## src/rtl/calib_sweep_ctrl.sv

```systemverilog
// Calibration sweep controller: sweeps the servo forward along the horizontal
// axis while the max counter tracks the peak, then returns it to the peak by
// counting the max counter back down. The same sequence is then repeated on
// the vertical axis.
//
// state   | code | meaning
// IDLE    | 0    | waiting for START
// SWEEP_H | 1    | horizontal forward sweep, max counter incrementing
// RET_H   | 2    | horizontal return to peak, max counter decrementing
// SWEEP_V | 3    | vertical forward sweep
// RET_V   | 4    | vertical return to peak
// FINISH  | 5    | one-cycle DONE
// FAULT   | 6    | return never reached the peak; held until ABORT or reset
module calib_sweep_ctrl #(
    parameter int SWEEP_STEPS = 180,
    parameter int SETTLE      = 2
) (
    input  logic       CLK,
    input  logic       CNT_RST,
    input  logic       START,
    input  logic       ABORT,
    input  logic       STEP_TICK,
    input  logic       NEW_MAX,
    input  logic       CNT_RU,
    output logic       MC,
    output logic       MAX_RST,
    output logic       SERVO_STEP,
    output logic       SERVO_DIR,
    output logic       AXIS,
    output logic       BUSY,
    output logic       DONE,
    output logic       ERR,
    output logic [2:0] STATE
);

    localparam logic [2:0] S_IDLE    = 3'd0;
    localparam logic [2:0] S_SWEEP_H = 3'd1;
    localparam logic [2:0] S_RET_H   = 3'd2;
    localparam logic [2:0] S_SWEEP_V = 3'd3;
    localparam logic [2:0] S_RET_V   = 3'd4;
    localparam logic [2:0] S_FINISH  = 3'd5;
    localparam logic [2:0] S_FAULT   = 3'd6;

    localparam logic [12:0] LAST_POS = 13'(SWEEP_STEPS - 1);
    localparam logic [12:0] END_POS  = 13'(SWEEP_STEPS);

    // Settle window is a down-counter loaded on every state entry; CNT_RU is
    // only trusted once it has reached zero.
    localparam int            SW        = (SETTLE > 1) ? $clog2(SETTLE + 1) : 1;
    localparam logic [SW-1:0] SETTLE_LD = SW'(SETTLE);

    logic [2:0]    state_q, state_d;
    logic [12:0]   pos_q, pos_d;
    logic [SW-1:0] settle_q, settle_d;
    logic          step_q, step_d;
    logic          max_rst_q, max_rst_d;
    logic          done_q, done_d;
    logic          settled;

    assign settled = (settle_q == '0);

    // Next-state, step position and registered pulse requests.
    always_comb begin
        state_d   = state_q;
        pos_d     = pos_q;
        settle_d  = settle_q;
        step_d    = 1'b0;
        max_rst_d = 1'b0;
        if (!settled) begin
            settle_d = settle_q - SW'(1);
        end
        case (state_q)
            S_IDLE: begin
                if (START) begin
                    state_d = S_SWEEP_H;
                end
            end
            S_SWEEP_H, S_SWEEP_V: begin
                max_rst_d = NEW_MAX;
                if (STEP_TICK) begin
                    step_d = 1'b1;
                    pos_d  = pos_q + 13'd1;
                    if (pos_q == LAST_POS) begin
                        state_d = (state_q == S_SWEEP_H) ? S_RET_H : S_RET_V;
                    end
                end
            end
            S_RET_H, S_RET_V: begin
                if (settled) begin
                    if (!CNT_RU) begin
                        state_d = (state_q == S_RET_H) ? S_SWEEP_V : S_FINISH;
                    end else if (pos_q >= END_POS) begin
                        state_d = S_FAULT;
                    end else if (STEP_TICK) begin
                        step_d = 1'b1;
                        pos_d  = pos_q + 13'd1;
                    end
                end
            end
            S_FINISH: state_d = S_IDLE;
            S_FAULT:  state_d = S_FAULT;
            default:  state_d = S_IDLE;
        endcase
        // ABORT overrides everything and must not leave a pulse behind.
        if (ABORT) begin
            state_d   = S_IDLE;
            step_d    = 1'b0;
            max_rst_d = 1'b0;
        end
        if (state_d != state_q) begin
            pos_d    = '0;
            settle_d = SETTLE_LD;
            if (state_d == S_SWEEP_H || state_d == S_SWEEP_V) begin
                max_rst_d = 1'b1;
            end
        end
        done_d = (state_d == S_FINISH);
    end

    // State and pulse registers with asynchronous reset.
    always_ff @(posedge CLK or posedge CNT_RST) begin
        if (CNT_RST) begin
            state_q   <= S_IDLE;
            pos_q     <= '0;
            settle_q  <= '0;
            step_q    <= 1'b0;
            max_rst_q <= 1'b0;
            done_q    <= 1'b0;
        end else begin
            state_q   <= state_d;
            pos_q     <= pos_d;
            settle_q  <= settle_d;
            step_q    <= step_d;
            max_rst_q <= max_rst_d;
            done_q    <= done_d;
        end
    end

    // Level outputs decoded from the registered state.
    always_comb begin
        MC        = 1'b0;
        SERVO_DIR = 1'b0;
        AXIS      = 1'b0;
        BUSY      = 1'b0;
        ERR       = 1'b0;
        case (state_q)
            S_SWEEP_H: begin SERVO_DIR = 1'b1; BUSY = 1'b1; end
            S_SWEEP_V: begin SERVO_DIR = 1'b1; AXIS = 1'b1; BUSY = 1'b1; end
            S_RET_H:   begin MC = 1'b1; BUSY = 1'b1; end
            S_RET_V:   begin MC = 1'b1; AXIS = 1'b1; BUSY = 1'b1; end
            S_FAULT:   ERR = 1'b1;
            default:   ;
        endcase
    end

    assign MAX_RST    = max_rst_q;
    assign SERVO_STEP = step_q;
    assign DONE       = done_q;
    assign STATE      = state_q;

endmodule

```

## config.mk

```make
export PLATFORM = sky130hd
export DESIGN_NAME = calib_sweep_ctrl
export DESIGN_NICKNAME = d
export VERILOG_FILES = /design/src/rtl/calib_sweep_ctrl.sv
export SDC_FILE = /design/constraint.sdc
export NUM_CORES = 1
export LEC_CHECK = 0
export CORE_MARGIN = 2
export CORE_UTILIZATION = 23
export CTS_BUF_LIST = sky130_fd_sc_hd__clkbuf_4 sky130_fd_sc_hd__clkbuf_8
export DETAILED_ROUTE_END_ITERATION = 12
export HOLD_SLACK_MARGIN = 0.1
export PLACE_DENSITY = 0.41
export SLEW_MARGIN = 20
export SYNTH_ARGS = -nofsm -noshare
export SYNTH_HDL_FRONTEND = slang
export SYNTH_SLANG_ARGS = --single-unit
export TNS_END_PERCENT = 20
```

## constraint.sdc

```tcl
create_clock -name CLK -period 3.27 [get_ports CLK]
set_clock_uncertainty 0.05 [all_clocks]
set_input_delay 0.327 -clock CLK [delete_from_list [all_inputs] [get_ports CLK]]
set_output_delay 0.327 -clock CLK [all_outputs]
set_load 0.02 [all_outputs]
```

==> flow_summary_export.csv, run 1 <==
group,metric,value,unit
outcome,run_status,"finished, final reports clean",
placed_design,post_place_cell_area,1570,um2
cts,cts_inserted_buffers,3,
setup_path,r2r_slack,0.82,ns
route,route.met3.wl,140,um
yosys,post_synthesis_net_count,150,
yosys,synth_enable_flop_cells,0,
sta,slew_headroom,0.394,
sta,timing.final.max_slew_violations,0,
sta,timing_worst_slew_pin_value,0.906,ns
route,vias_per_cell,4.67,
setup_path,cp_slowest_stage_delay,0.58,ns
setup_path,endpoint_kind,"flip-flop",
finish,drive_gt1_frac,0.142,
route,avgRoutedWirePerCell,13.5,um
route,dr.first_iter.drc_count,21,
setup_path,path_depth,6,
placed_design,place.gp.congestion,0.781,
setup_path,startpoint_type,"flip-flop",
cts,cts_resized,0,
sta,max_clk_rate,408,MHz
setup_path,regToRegEndpoint,"pos_q[8]",
setup_path,path_class,"flip-flop to flip-flop",
route,final_antenna_net_count,0,
power_and_ir_drop,power_density,383,nW/um2
setup_path,worstPathMaxFanout,13,
cts,insertion_delay,0.26,ns
sta,unrepaired_setup_endpoints_after_global_routing,"no",
cts,clock_tree.htree_level_count,1,
yosys,postSynth.topFlopCell,"dfrtp_1",
power_and_ir_drop,static-leakage-power,0.000598,uW
sta,layout_min_cycle_time,2.45,ns
setup_path,critical_path.top_delay_family,"simple AND/OR/NAND/NOR gates",
route,routed_wirelength,3070,um
floorplanning,io_pins,18,
floorplanning,placementRows,27,
global_route,global_route_wire_length_before_repair,5090,um
global_route,grt_pass1_vias,1049,
setup_path,data_arrival_time_of_the_critical_path,2.55,ns
sta,setup_viol,0,
setup_path,worst-endpoint-required,3.37,ns
sta,hold_slack,0.452,ns
yosys,seq_area_frac_synth,0.390,
sta,final_cycle_utilization_of_the_critical_path,0.750,
route,detailroute.via_count,1059,
global_route,antenna_found_initial,0,
route,firstDrtPassIters,6,
run,max_capacitance_violation_total,0,
floorplanning,initial_utilization,0.242,
yosys,postSynthRegisterBits,21,
route,top_layer_used,"met4",
placed_design,dp_hpwl,2190,um
floorplanning,die-height,80.5,um
cts,cts_setup_buffers,0,
global_route,grt_remaining_overflow,0,
worst_hold_path,hold_path.class,"flip-flop to flip-flop",
cts,root_buffer,"clkbuf_8",
cts,clk_pin_slew_worst_paths,0.08,ns
yosys,ys_warn_count,0,
worst_hold_path,hold_end,"settle_q[1]",
setup_path,path_buf_inv,0,
setup_path,worst_r2r_startpoint,"pos_q[8]",
route,remaining_drc_errors,0,
finish,sequential_cell_area,526,um2
setup_path,cp_slowest_cell,"or4_4",
setup_path,crit_path_cell_trace,"or4_4 > a211oi_4 > a31oi_2 > nor4_1 > xnor2_1 > nor2_1",
cts,cts_hold_buffers,0,
yosys,yosys.area.top_type_share,0.390,
finish,syn_to_final_growth,20.2,%
finish,n_antenna_cell,0,
route,met2_length,1420,um
placed_design,numPortBuffers,17,
route,met1_length,1480,um
floorplanning,die_w,80.5,um
finish,num-nets-final,166,
sta,hold_viol_final,0,
floorplanning,fp.dieArea,6490,um2
yosys,synthesis.instances,140,
finish,final_instance_area,1620,um2
yosys,yosys.cell_types.count,45,
cts,tritoncts,"yes",
power_and_ir_drop,power.ir.vdd_worst,150,uV
yosys,yosysTopAreaCell,"dfrtp_1",
floorplanning,floorplan.core_area,5570,um2
global_route,grt_usage,0.103,
worst_hold_path,worst_hold_startpoint,"settle_q[1]",
sta,setup_total_neg_slack,0,ns
finish,area_occupied_by_multi_input_gates,748,um2
setup_path,worstRegToRegCells,6,
yosys,synth_async_sr_flop_share,1.00,
yosys,mapped_area,1350,um2
yosys,postSynthAreaPerCell,9.63,um2
worst_hold_path,worst_hold_path.num_cells,1,
finish,number_of_fillers_in_the_final_layout,599,
global_route,grt_start_max_net_pins,22,
cts,numClockSinks,21,
cts,max-clock-path-buffers,2,
yosys,main_area_contributors_after_synthesis,"dfrtp_1, xnor2_1, nor2_1",
## worst max path at each step
| stage | end | startpoint | slack [ns] |
|---|---|---|---|
| 5_1_grt | pos_q[8] | pos_q[8] | 0.74 |
| 6_report | pos_q[8] | pos_q[8] | 0.82 |
| 2_1_floorplan | pos_q[5] | STATE[0] | 0.96 |
| 3_5_place_dp | pos_q[8] | pos_q[8] | 0.85 |
| 4_1_cts | pos_q[8] | pos_q[8] | 0.84 |
| 3_3_place_gp | pos_q[4] | pos_q[6] | 0.92 |
## registers in the layout, indices dropped and copies added, names as in the netlist
name and count:
pos_q 13, STATE 3, settle_q 2, DONE 1
MAX_RST 1, SERVO_STEP 1
## kinds of logic after synthesis
| logic type | share of synthesized area |
|---|---|
| xor gates and xnor gates | 0.0910 |
| DFF | 0.390 |
| adders and majority gates | 0.0279 |
| AOI/OAI and AO/OA | 0.125 |
| buffers and inverters | 0.0548 |
| muxes | 0.00743 |
| and+or+nand+nor | 0.304 |
## final cells by class
| class | count | share of cell area |
|---|---|---|
| repair buffers | 18 | 0.110 |
| multi-input cells | 104 | 0.462 |
| flip-flops and latches | 21 | 0.324 |
| well taps | 72 | 0.0556 |
| clock buffers | 4 | 0.0301 |
| inverters | 8 | 0.0185 |
## metal layers
layer,vias up,GRT usage
met5,-,0
met4,0,0.0356
met3,4,0.0247
met2,27,0.176
met1,511,0.126
li1,517,-
## through the flow
stage | utilization | setup slack, ns | total power, uW | instances
6_report | 0.291 | 0.817 | 621 | 227
5_1_grt | 0.291 | 0.741 | 666 | 227
4_1_cts | 0.291 | 0.835 | 633 | 227
3_5_place_dp | 0.282 | 0.850 | 446 | 223
3_3_place_gp | 0.282 | 0.921 | 440 | 223
2_1_floorplan | - | 0.963 | 403 | 140
## report_power, final
part	internal, uW	total (uW)	switching (uW)
clock	95.2	183	87.9
combinational	59.8	138	78.3
sequential	281	300	19.1
total	436	621	185
## synthesized netlist by cell type, types with 2 or more instances
cell      count
and2_1        2
nor2_1       17
nand4_1       2
buf_6         2
nand2_1       7
xnor2_1      13
nor4_4        2
ha_1          3
nor2_2        4
clkbuf_1      3
nor4_1        4
inv_1         8
nor3_1        2
a31oi_1       2
o21ai_0       2
nand2b_1      4
buf_2         2
nor3_2        2
or2_2         2
a21oi_1       3
nand3_1       9
nor3b_2       2
dfrtp_1      21
## cell usage in the layout (no fill, tap or decap), types with 2 or more instances in the layout
master and instances:
nor4_1 4, a21oi_1 3, nand2_1 7, nor3_1 2, nor3_2 2, a31oi_1 2
nor2_2 4, nor4_4 2, nand4_1 2, and2_1 2, ha_1 3, or2_2 2
clkdlybuf4s50_1 17, nor2_1 17, nor3b_2 2, clkbuf_8 3, dfrtp_1 21, o21ai_0 2
inv_1 8, nand2b_1 4, xnor2_1 13, nand3_1 9
Note: power is estimated with default switching activity, not from simulation.
==> run 2: changes to the inputs <==
--- a/config.mk
+++ b/config.mk
@@ -10,7 +10,7 @@
 export CTS_BUF_LIST = sky130_fd_sc_hd__clkbuf_4 sky130_fd_sc_hd__clkbuf_8
 export DETAILED_ROUTE_END_ITERATION = 12
 export HOLD_SLACK_MARGIN = 0.1
-export PLACE_DENSITY = 0.41
+export PLACE_DENSITY = 0.42
 export SLEW_MARGIN = 20
 export SYNTH_ARGS = -nofsm -noshare
 export SYNTH_HDL_FRONTEND = slang
==> constraint.sdc (replaced) <==
create_clock -name CLK -period 2.2 [get_ports CLK]
set_clock_uncertainty 0.05 [all_clocks]
set_input_delay 0.22 -clock CLK [delete_from_list [all_inputs] [get_ports CLK]]
set_output_delay 0.22 -clock CLK [all_outputs]
set_load 0.02 [all_outputs]
==> flow_summary_export.csv, run 2 (synthesized netlist as in run 1, its figures left out) <==
group,metric,value,unit
outcome,run_status,"finished, final reports clean",
setup_path,worstPathMaxFanout,7,
global_route,global_route_wire_length_before_repair,5260,um
finish,layout.cells.most_common,"dfrtp_1",
setup_path,endpoint_kind,"flip-flop",
sta,final_cycle_utilization_of_the_critical_path,0.982,
setup_path,path_buf_inv,1,
sta,timing.final.max_slew_violations,0,
cts,max-clock-path-buffers,2,
sta,hold_slack,0.237,ns
finish,postLayoutCoreUtil,0.329,
global_route,grt_pass1_vias,1134,
setup_path,startpoint_type,"flip-flop",
route,vias_per_cell,4.61,
sta,worst_slack,0.0399,ns
floorplanning,placementRows,27,
finish,commonest_non_fill_non_tap_cells_in_the_layout,"dfrtp_1, buf_4, nor2_1",
finish,syn_to_final_growth,36.0,%
sta,unrepaired_setup_endpoints_after_global_routing,"yes",
setup_path,crit_path_cell_trace,"or4_4 > a211oi_4 > nand2_1 > nand2_1 > o311ai_4 > buf_12 > a211o_1",
finish,num-nets-final,185,
run,max_capacitance_violation_total,0,
worst_hold_path,hold_path.class,"input pin to asynchronous set/reset pin",
power_and_ir_drop,power.ir.vdd_worst,221,uV
cts,clk_pin_slew_worst_paths,0.08,ns
setup_path,path_class,"flip-flop to flip-flop",
sta,hold_viol_final,0,
power_and_ir_drop,p_comb_frac,0.254,
finish,n_antenna_cell,0,
placed_design,numPortBuffers,17,
global_route,grt_remaining_overflow,0,
route,final_antenna_net_count,0,
power_and_ir_drop,internal_power,671,uW
global_route,global_route.usage.met3,0.0236,
power_and_ir_drop,static-leakage-power,0.000748,uW
sta,slew_headroom,0.678,
cts,cts_inserted_buffers,3,
power_and_ir_drop,p_clk_frac,0.281,
finish,drive_gt1_frac,0.259,
placed_design,dp_hpwl,2400,um
setup_path,worst-endpoint-required,2.30,ns
sta,timing_worst_slew_pin_value,0.478,ns
sta,layout_min_cycle_time,2.16,ns
global_route,grt_usage,0.106,
finish,largest_register_ff_count,13,
global_route,grt-busiest-layer,"met2",
global_route,antenna_found_initial,0,
global_route,global_route.usage.met2,0.190,
route,detailroute.via_count,1135,
floorplanning,die_w,80.5,um
finish,max_flop_register,"pos_q",
setup_path,critical_path.top_delay_family,"simple AND/OR/NAND/NOR gates",
sta,max_clk_rate,463,MHz
floorplanning,floorplan.core_area,5570,um2
power_and_ir_drop,net-switching-power,279,uW
global_route,grt_start_max_net_pins,22,
power_and_ir_drop,power_density,518,nW/um2
route,dr.first_iter.drc_count,25,
sta,setup_viol,0,
route,avgRoutedWirePerCell,12.8,um
cts,root_buffer,"clkbuf_8",
placed_design,place.gp.congestion,0.790,
setup_path,cp_slowest_cell,"or4_4",
setup_path,data_arrival_time_of_the_critical_path,2.26,ns
power_and_ir_drop,power.sequential.fraction,0.465,
setup_path,cpMostUsedCell,"nand2_1",
setup_path,path_depth,7,
placed_design,placed_cells_incl_taps,242,
route,remaining_drc_errors,0,
cts,clock_tree.htree_level_count,1,
route,routed_wirelength,3150,um
route,firstDrtPassIters,4,
finish,layout.cells.non_filler,246,
cts,numClockSinks,21,
floorplanning,die-height,80.5,um
floorplanning,io_pins,18,
global_route,met1_usage,0.128,
cts,insertion_delay,0.26,ns
cts,cts_setup_buffers,0,
floorplanning,fp.dieArea,6490,um2
placed_design,post-place-ws,0.0327,ns
cts,tritoncts,"yes",
power_and_ir_drop,switching_share,0.294,
floorplanning,initial_utilization,0.242,
setup_path,worstRegToRegCells,7,
setup_path,cp_slowest_stage_delay,0.56,ns
==> run 2: power by group through the flow <==
stage	Clock, uW	Combinational [uW]	Sequential, uW
3_3_place_gp	0	235	447
2_1_floorplan	0	152	450
3_5_place_dp	0	240	449
6_report	267	241	442
5_1_grt	303	271	444
4_1_cts	285	243	442
==> run 2: worst register-to-register path, cell delays in order, from the launching register on <==
cell and delay (ns):
dfrtp_1 0.39, or4_4 0.56, a211oi_4 0.25, nand2_1 0.12, nand2_1 0.11, o311ai_4 0.14, buf_12 0.19, a211o_1 0.25
==> run 2: cell type report <==
| class | instances | area (um2) |
|---|---|---|
| Fill cell | 595 | 3740 |
| Multi-Input combinational cell | 104 | 791 |
| Timing Repair Buffer | 37 | 348 |
| Sequential cell | 21 | 526 |
| Tap cell | 72 | 90.1 |
| Clock buffer | 4 | 48.8 |
| Inverter | 8 | 30.0 |
==> run 2: final timing paths <==
kind | startpoint | end | slack [ns]
max reg2reg | pos_q[8] | settle_q[1] | 0.04
max in group asynchronous | CNT_RST | pos_q[10] | 1.64
min in group CLK | settle_q[1] | settle_q[1] | 0.44
max | pos_q[8] | settle_q[1] | 0.04
min reg2reg | settle_q[1] | settle_q[1] | 0.44
min | CNT_RST | pos_q[5] | 0.24
==> run 2: what timing repair did <==
action / 4_1_cts / 5_1_grt
hold buffers: 0 / 0
hold endpoints to repair: 0 / 0
resized for setup: 1 / 5
endpoints found under the setup margin: 1 / 8
==> run 2: metal layers <==
| metal | vias to the layer above | wire length [um] |
|---|---|---|
| met5 | - | 0 |
| met4 | 0 | 14 |
| met3 | 2 | 140 |
| met2 | 26 | 1590 |
| met1 | 550 | 1400 |
| li1 | 557 | - |
==> run 2: stage by stage <==
step	cell area [um2]	total power [uW]	setup TNS (ns)
final	1830	950	0
after global routing	1830	1020	-0.166
after CTS	1800	969	-0.00123
after detailed placement	1750	689	0
after global placement	1750	682	0
after floorplan	1360	601	0
==> run 3: changes to the inputs <==
--- a/config.mk
+++ b/config.mk
@@ -10,8 +10,8 @@
 export CTS_BUF_LIST = sky130_fd_sc_hd__clkbuf_4 sky130_fd_sc_hd__clkbuf_8
 export DETAILED_ROUTE_END_ITERATION = 12
 export HOLD_SLACK_MARGIN = 0.1
-export PLACE_DENSITY = 0.42
-export SLEW_MARGIN = 20
+export PLACE_DENSITY = 0.45
+export SLEW_MARGIN = 10
 export SYNTH_ARGS = -nofsm -noshare
 export SYNTH_HDL_FRONTEND = slang
 export SYNTH_SLANG_ARGS = --single-unit
==> flow_summary_export.csv, run 3 (synthesized netlist as in run 1, its figures left out) <==
group,metric,value,unit
floorplanning,placementRows,27,
finish,max_flop_register,"pos_q",
finish,largest_register_ff_count,13,
cts,cts_setup_buffers,0,
sta,setup_total_neg_slack,-0.0349,ns
worst_hold_path,hold_path.class,"input pin to asynchronous set/reset pin",
setup_path,data_arrival_time_of_the_critical_path,2.33,ns
placed_design,post-place-ws,0.0307,ns
floorplanning,fp.dieArea,6490,um2
sta,slew_headroom,0.687,
route,vias_per_cell,4.50,
setup_path,cp_slowest_cell,"or4_4",
cts,clock_tree.htree_level_count,1,
sta,unrepaired_setup_endpoints_after_global_routing,"yes",
cts,max-clock-path-buffers,2,
finish,postLayoutCoreUtil,0.316,
finish,drive_gt1_frac,0.233,
setup_path,endpoint_kind,"flip-flop",
placed_design,dp_hpwl,2440,um
cts,tritoncts,"yes",
route,dr.first_iter.drc_count,20,
sta,setup_viol,2,
setup_path,worstPathMaxFanout,6,
setup_path,crit_path_cell_trace,"or4_4 > a211oi_4 > a31oi_2 > buf_4 > nor4_4 > xnor2_1 > nor2_2",
route,avgRoutedWirePerCell,12.5,um
finish,number_of_fillers_in_the_final_layout,585,
setup_path,worst-endpoint-required,2.30,ns
global_route,grt_usage,0.104,
finish,num-nets-final,183,
route,detailroute.via_count,1098,
setup_path,cp_slowest_stage_delay,0.57,ns
route,firstDrtPassIters,4,
floorplanning,initial_utilization,0.242,
setup_path,r2r_slack,-0.03,ns
route,routed_wirelength,3060,um
sta,timing.final.max_slew_violations,0,
setup_path,startpoint_type,"flip-flop",
setup_path,path_class,"flip-flop to flip-flop",
cts,clk_pin_slew_worst_paths,0.08,ns
cts,cts_hold_buffers,0,
finish,n_antenna_cell,0,
placed_design,numPortBuffers,17,
sta,hold_viol_final,0,
sta,layout_min_cycle_time,2.23,ns
cts,numClockSinks,21,
floorplanning,floorplan.core_area,5570,um2
power_and_ir_drop,power_density,523,nW/um2
sta,max_clk_rate,448,MHz
finish,commonest_non_fill_non_tap_cells_in_the_layout,"dfrtp_1, nor2_1, buf_4",
setup_path,path_buf_inv,1,
global_route,global_route_wire_length_before_repair,5250,um
sta,worst_slack,-0.0340,ns
sta,final_cycle_utilization_of_the_critical_path,1.02,
run,max_capacitance_violation_total,0,
global_route,grt_pass1_vias,1163,
power_and_ir_drop,total_power,922,uW
route,final_antenna_net_count,0,
outcome,run_status,"complete, but fails checks",
global_route,antenna_found_initial,0,
global_route,grt_start_max_net_pins,22,
finish,layout.cells.most_common,"dfrtp_1",
floorplanning,die_w,80.5,um
setup_path,critical_path.top_delay_family,"simple AND/OR/NAND/NOR gates",
placed_design,place.gp.congestion,0.768,
finish,syn_to_final_growth,30.9,%
floorplanning,io_pins,18,
outcome,violations,"negative setup slack",
sta,timing_worst_slew_pin_value,0.468,ns
cts,cts_resized,1,
route,remaining_drc_errors,0,
power_and_ir_drop,power.ir.vdd_worst,220,uV
cts,cts_inserted_buffers,3,
power_and_ir_drop,static-leakage-power,0.000701,uW
cts,root_buffer,"clkbuf_8",
floorplanning,die-height,80.5,um
global_route,grt_remaining_overflow,0,
cts,insertion_delay,0.26,ns
run 3: changes by cell type in the layout (fill, tap and decap cells not counted), sizes merged:
| cell | delta |
|---|---|
| buf | -2 |
| clkinv | +1 |
| dlymetal6s2s | -1 |
| clkbuf | -1 |
| dlygate4sd2 | +1 |
run 3: final timing paths:
kind / cells past startpoint / startpoint / to
worst max register to register: 7 / pos_q[8] / pos_q[6]
worst min register to register: 1 / settle_q[1] / settle_q[1]
min in group CLK: 1 / settle_q[1] / settle_q[1]
max in group asynchronous: 3 / CNT_RST / pos_q[0]
worst min-delay path: 3 / CNT_RST / pos_q[5]
worst max-delay path: 7 / pos_q[8] / pos_q[6]
run 3: report_power, final:
group          switching (uW)  total, uW  leakage, uW  internal (uW)
registers                23.7        441     0.000286            417
logic                     126        232     0.000390            106
clock network             124        249    0.0000255            126
total                     273        922     0.000701            649
run 3: worst register-to-register path, delay by kind of cell, from the launching register on:
| kind | cells | cell delay (ns) |
|---|---|---|
| AOI/OAI and AO/OA | 2 | 0.43 |
| DFF | 1 | 0.40 |
| buffers and inverters | 1 | 0.22 |
| and+or+nand+nor | 3 | 0.85 |
| xor gates and xnor gates | 1 | 0.17 |
run 3: per-stage QoR:
stage / hold slack (ns) / cells / area [um2]
2_1_floorplan: 0.147 / 140 / 1360
3_3_place_gp: 0.424 / 240 / 1720
3_5_place_dp: 0.445 / 240 / 1720
4_1_cts: 0.256 / 244 / 1760
5_1_grt: 0.264 / 244 / 1760
6_report: 0.244 / 244 / 1760
run 3: layer usage:
layer  up-vias  GRT usage  part of all wire  routed length [um]
li1        548          -                 -                   -
met1       528      0.133              0.47                1440
met2        18      0.179              0.48                1460
met3         4     0.0157             0.040                 121
met4         0     0.0356             0.010                  32
met5         -          0                 0                   0
run 3: layout make-up:
type,instances,area (um2),share of cell area
multi-input combinational,104,756,0.428
sequential,21,526,0.298
timing repair buffer,35,317,0.179
tap,72,90.1,0.0511
clock buffer,3,41.3,0.0234
inverter,8,30.0,0.0170
clock inverter,1,5.00,0.00284
